$ cat src/rtl/afifo_pkg.sv
// Shared definitions for the async FIFO: default geometry and gray-code helpers.
// The helpers work on a 32-bit container. Callers zero-extend narrower pointers
// into it and cast the result back to their own width. Zero upper bits do not
// change the code of the lower bits in either direction.
package afifo_pkg;

  localparam int unsigned DEF_ADDR_WIDTH = 4;
  localparam int unsigned DEF_DATA_WIDTH = 8;
  localparam int unsigned PTR_WIDTH      = DEF_ADDR_WIDTH + 1;
  localparam int unsigned CODE_WIDTH     = 32;

  // Binary to reflected gray code.
  function automatic logic [CODE_WIDTH-1:0] bin2gray(input logic [CODE_WIDTH-1:0] bin);
    return bin ^ (bin >> 1);
  endfunction

  // Reflected gray code to binary, using a running XOR from the MSB down.
  function automatic logic [CODE_WIDTH-1:0] gray2bin(input logic [CODE_WIDTH-1:0] gray);
    logic [CODE_WIDTH-1:0] bin;
    bin = '0;
    bin[CODE_WIDTH-1] = gray[CODE_WIDTH-1];
    for (int i = int'(CODE_WIDTH) - 2; i >= 0; i--) begin
      bin[i] = bin[i+1] ^ gray[i];
    end
    return bin;
  endfunction

endpackage

$ cat src/rtl/afifo_rd_ctrl_sync.sv
// Three-flop synchronizer for a gray-coded bus that enters from another clock domain.
// Ports:
//   clk    destination-domain clock
//   reset  synchronous, active-high; loads RESET_STATE into all stages
//   d      asynchronous input bus
//   q      synchronized output, three edges after d
module afifo_rd_ctrl_sync #(
  parameter int unsigned             WIDTH       = 5,
  parameter logic [WIDTH-1:0]        RESET_STATE = '0
) (
  input  logic             clk,
  input  logic             reset,
  input  logic [WIDTH-1:0] d,
  output logic [WIDTH-1:0] q
);

  logic [WIDTH-1:0] meta;
  logic [WIDTH-1:0] stage;

  // Only one bit of a gray bus changes per update, so per-bit resolution is safe.
  always_ff @(posedge clk) begin
    if (reset) begin
      meta  <= RESET_STATE;
      stage <= RESET_STATE;
      q     <= RESET_STATE;
    end else begin
      meta  <= d;
      stage <= meta;
      q     <= stage;
    end
  end

endmodule

$ cat src/rtl/afifo_rd_ctrl.sv
// Read-side controller of the async FIFO, in the read clock domain.
// It owns the read pointer and the empty flag and issues RAM reads. It brings the
// write pointer across through a synchronizer. It presents the head entry as a
// first-word-fall-through valid/ready stream through a 2-entry skid buffer.
// Ports:
//   clk, reset     read clock; synchronous active-high reset
//   wptr_gray_i    write pointer (gray) from the write domain, unsynchronized
//   mem_ren_o      RAM read enable (combinational)
//   mem_raddr_o    RAM read address
//   mem_rdata_i    RAM read data, valid one cycle after mem_ren_o
//   rptr_gray_o    registered gray read pointer, to the write domain
//   rd_valid_o     head entry valid
//   rd_ready_i     consumer accepts the head entry
//   rd_data_o      head entry
//   empty_o        registered; no unread entries left in RAM
//   level_o        synchronized write pointer minus read pointer
module afifo_rd_ctrl
  import afifo_pkg::*;
#(
  parameter int unsigned ADDR_WIDTH = DEF_ADDR_WIDTH,
  parameter int unsigned DATA_WIDTH = DEF_DATA_WIDTH
) (
  input  logic                  clk,
  input  logic                  reset,
  input  logic [ADDR_WIDTH:0]   wptr_gray_i,
  output logic                  mem_ren_o,
  output logic [ADDR_WIDTH-1:0] mem_raddr_o,
  input  logic [DATA_WIDTH-1:0] mem_rdata_i,
  output logic [ADDR_WIDTH:0]   rptr_gray_o,
  output logic                  rd_valid_o,
  input  logic                  rd_ready_i,
  output logic [DATA_WIDTH-1:0] rd_data_o,
  output logic                  empty_o,
  output logic [ADDR_WIDTH:0]   level_o
);

  localparam int unsigned PW = ADDR_WIDTH + 1;

  logic [PW-1:0]         wq;
  logic [PW-1:0]         rptr_bin;
  logic [PW-1:0]         rptr_next;
  logic [PW-1:0]         rptr_gray_next;
  logic                  pend;
  logic [1:0]            count;
  logic [2:0]            occ;
  logic                  pop;
  logic                  rd_idx;
  logic                  wr_idx;
  logic [DATA_WIDTH-1:0] skid [2];

  afifo_rd_ctrl_sync #(
    .WIDTH       (PW),
    .RESET_STATE ('0)
  ) u_wptr_sync (
    .clk   (clk),
    .reset (reset),
    .d     (wptr_gray_i),
    .q     (wq)
  );

  // Reads are issued only while the skid buffer has room for the data in flight.
  always_comb begin
    pop            = rd_valid_o & rd_ready_i;
    occ            = 3'(count) + 3'(pend) - 3'(pop);
    mem_ren_o      = !empty_o && (occ < 3'd2);
    rptr_next      = rptr_bin + PW'(mem_ren_o);
    rptr_gray_next = PW'(bin2gray(CODE_WIDTH'(rptr_next)));
    mem_raddr_o    = rptr_bin[ADDR_WIDTH-1:0];
    level_o        = PW'(gray2bin(CODE_WIDTH'(wq))) - rptr_bin;
    rd_valid_o     = (count != 2'd0);
    rd_data_o      = skid[rd_idx];
  end

  // Pointer, empty flag, in-flight flag and skid buffer state.
  always_ff @(posedge clk) begin
    if (reset) begin
      rptr_bin    <= '0;
      rptr_gray_o <= '0;
      empty_o     <= 1'b1;
      pend        <= 1'b0;
      count       <= 2'd0;
      rd_idx      <= 1'b0;
      wr_idx      <= 1'b0;
      skid        <= '{default: '0};
    end else begin
      rptr_bin    <= rptr_next;
      rptr_gray_o <= rptr_gray_next;
      // Compare against the synchronized (possibly stale) pointer so empty stays pessimistic.
      empty_o     <= (rptr_gray_next == wq);
      pend        <= mem_ren_o;
      if (pend) begin
        skid[wr_idx] <= mem_rdata_i;
        wr_idx       <= ~wr_idx;
      end
      if (pop) begin
        rd_idx <= ~rd_idx;
      end
      count <= count + 2'(pend) - 2'(pop);
    end
  end

endmodule

$ cat config.mk
export PLATFORM = sky130hd
export DESIGN_NAME = afifo_rd_ctrl
export DESIGN_NICKNAME = d
export VERILOG_FILES = /design/src/rtl/afifo_pkg.sv /design/src/rtl/afifo_rd_ctrl_sync.sv /design/src/rtl/afifo_rd_ctrl.sv
export SDC_FILE = /design/constraint.sdc
export NUM_CORES = 1
export LEC_CHECK = 0
export CAP_MARGIN = 10
export CELL_PAD_IN_SITES_DETAIL_PLACEMENT = 0
export CELL_PAD_IN_SITES_GLOBAL_PLACEMENT = 1
export CORE_MARGIN = 2
export CORE_UTILIZATION = 38
export DETAILED_ROUTE_END_ITERATION = 16
export GPL_TIMING_DRIVEN = 0
export HOLD_SLACK_MARGIN = 0.1
export PLACE_DENSITY_LB_ADDON = 0.1
export SLEW_MARGIN = 20
export SYNTH_ARGS = -nofsm -noshare
export SYNTH_HDL_FRONTEND = slang
export SYNTH_SLANG_ARGS = --single-unit
$ cat constraint.sdc
create_clock -name clk -period 4.4 [get_ports clk]
set_clock_uncertainty 0.1 [all_clocks]
set_input_delay 0.44 -clock clk [delete_from_list [all_inputs] [get_ports clk]]
set_output_delay 0.44 -clock clk [all_outputs]
set_load 0.05 [all_outputs]
==> impl_metrics.ini <==
[synth]
synth_area_per_cell_sq_um = 9.639
synth_area_leaders = dfxtp_1, nor2b_1, xnor2_1
yosys.area.top_type = dfxtp_1
syn_inst = 199
ys_seq_area_frac = 0.4801
synth_top_area_frac = 0.4801
syn-num-nets = 225
yosysWarnings = 0
synth-seq-cells = 46
syn_area_sq_um = 1918
ys_types = 22

[global_routing]
grt.total_usage = 0.1457
antenna_found_initial = 0
grt_pass1_vias = 1299
grt_pass1_wl_um = 6113
grt_overflow = 0
grt_max_degree = 14

[routing]
vias = 1372
post_drt_via_cell_ratio = 4.383
dr.pass1.iters = 4
first_iter_violations = 58
totalWireLength_um = 3600
wire_per_inst_um = 11.50
ant_nets = 0
drc = 0

[hold_path]
min_from = u_wptr_sync.stage[4]
hold_end = u_wptr_sync.q[4]
hold_depth = 1
min_path_type = reg2reg

[layout]
regArea_sq_um = 920.9
drive_above_1_share = 0.07317
fin_area_sq_um = 2507
multiInputGateArea_sq_um = 930.9
layout_common_cells = dfxtp_1, clkdlybuf4s50_1, nand2_1
antennaDiodeCount = 0
utilization = 0.5239
final_common_cell = dfxtp_1
nFillCells = 466
final_nets = 271
syn2layout_area_growth_pct = 30.72

[critical_path]
worstPathCellList = xor2_1, xor2_1, xor2_1, xnor2_1, ha_1, inv_1, fa_1, a21o_1, a21oi_1, xnor2_1, clkdlybuf4s50_1
crit_fanout = 3
worstSetupPathType = reg2out
r2r-start = count[1]
startpoint_type = flop
reg2reg_depth = 15
slowest_delay_ns = 0.83
cp_num_buf_inv = 2
required_ns = 3.86
path_common_cell = xor2_1
crit_family = XOR/XNOR gates
r2r-end = empty_o
cp_slowest_cell = clkdlybuf4s50_1
end_kind = primary output
arrival_ns = 3.61
crit_path_start = u_wptr_sync.q[3]
r2r_setup_slack_ns = 0.48

[floorplanning]
io_pins = 41
die-area_sq_um = 5632
fp.dieH_um = 75.05
fp.coreArea_sq_um = 4786
fp.dieW_um = 75.05
initial_core_util = 0.4008
core.rowCount = 25

[placement]
gp_congestion = 0.7565
post_dp_cell_area_sq_um = 2397
portBuffers = 39
dp_slack_ns = 0.3029
dp_hpwl_um = 2616

[sta]
fin_crit_sh = 0.9423
final_hold_viol_count = 0
drv_slew = 0
rsz0062_at_grt = false
fin_ws_ns = 0.2537
fmax_mhz = 241.2
period_minus_slack_ns = 4.146
tns_ns = 0
setup_violations = 0
worst_pin_slew_ns = 0.5616
timing.slew.headroom = 0.6256

[flow_run]
drv_cap = 0

[clock_tree]
cts_sinks = 46
cts.clk_slew.worst_paths_ns = 0.08
postCtsHoldBufs = 0
clk_latency_ns = 0.29
clock_path_buffers = 2
post-cts-setup-buffers = 0
cts.repair.resized = 0
cts_tree = built
cts_max_level = 2
clock-root-buffer = clkbuf_8
cts_made_buffers = 5

[run_status]
status = complete, no violations

[power]
ir_drop_mv = 0.2537
power_leakage_nw = 0.9788
p_per_area_nw_per_um2 = 519.6
total_power_w = 0.001303
==> worst max-delay path by stage <==
| stage | end | depth (start not counted) | slack [ns] |
|---|---|---|---|
| after floorplan | empty_o | 15 | 0.07 |
| after global placement | empty_o | 15 | 0.29 |
| after detailed placement | empty_o | 15 | 0.30 |
| after CTS | level_o[4] | 11 | 0.20 |
| after global routing | level_o[4] | 11 | 0.02 |
| final | level_o[4] | 11 | 0.25 |
==> logic make-up after synthesis <==
family,synth area share
DFF,0.4801
xor gates and xnor gates,0.1200
and+or+nand+nor,0.1768
muxes,0.04697
buffers and inverters,0.03718
adders and majority gates,0.07306
AOI/OAI and AO/OA,0.06588
==> Yosys cell counts <==
library cell	number
a21o_1	2
a21oi_1	19
nand2b_1	2
nor2_1	9
nor2b_1	19
mux2_2	8
fa_1	2
nand2_1	26
dfxtp_1	46
xnor2_1	13
nor3b_1	1
xor2_1	8
clkbuf_1	10
a21boi_0	1
ha_1	8
inv_1	9
and2_1	2
o41ai_1	1
xor3_1	1
xnor3_1	1
nand3_1	10
or2_2	1
==> worst reg2reg max path, stage by stage (launching register included) <==
cell and delay (ns):
dfxtp_1 0.35, or2_2 0.31, and2_1 0.19, ha_1 0.27, inv_1 0.06, ha_1 0.13
inv_1 0.05, fa_1 0.37, xor2_1 0.16, nor3b_2 0.29, ha_1 0.25, ha_1 0.26
nand3_1 0.17, xor2_1 0.32, xor3_1 0.28, o41ai_1 0.27
==> metrics by stage <==
stage	hold slack (ns)	std cells
after floorplan	0.3138	199
after CTS	0.3451	313
after global placement	0.3164	305
after detailed placement	0.3247	305
after global routing	0.3637	313
final	0.3401	313
==> report_power, final <==
part           internal [W]  switching (W)  leakage (nW)
logic              0.000202       0.000321         0.547
clock network      0.000159       0.000138        0.0575
registers          0.000459      0.0000239         0.375
total              0.000820       0.000483         0.979
==> layer usage <==
layer	wire length [um]	GRT usage	share of wire
met3	167	0.03347	0.046
met2	1578	0.2144	0.44
met5	0	0	0
met1	1806	0.2058	0.50
met4	48	0.05952	0.013
==> area by class of cell <==
cell class / instances / share of cell area
multi-input cells: 134 / 0.3713
inverters: 9 / 0.01347
plain buffers: 10 / 0.01497
well taps: 67 / 0.03343
repair buffers: 39 / 0.1557
flip-flops and latches: 46 / 0.3673
clock buffers: 8 / 0.04391
==> registers in the layout, summed over array words and instances (netlist names) <==
name,count
skid,16
rptr_gray_o,5
u_wptr_sync.meta,5
u_wptr_sync.q,5
u_wptr_sync.stage,5
rptr_bin,4
count,2
empty_o,1
pend,1
rd_idx,1
wr_idx,1
Power figures use the tool's default switching activity.
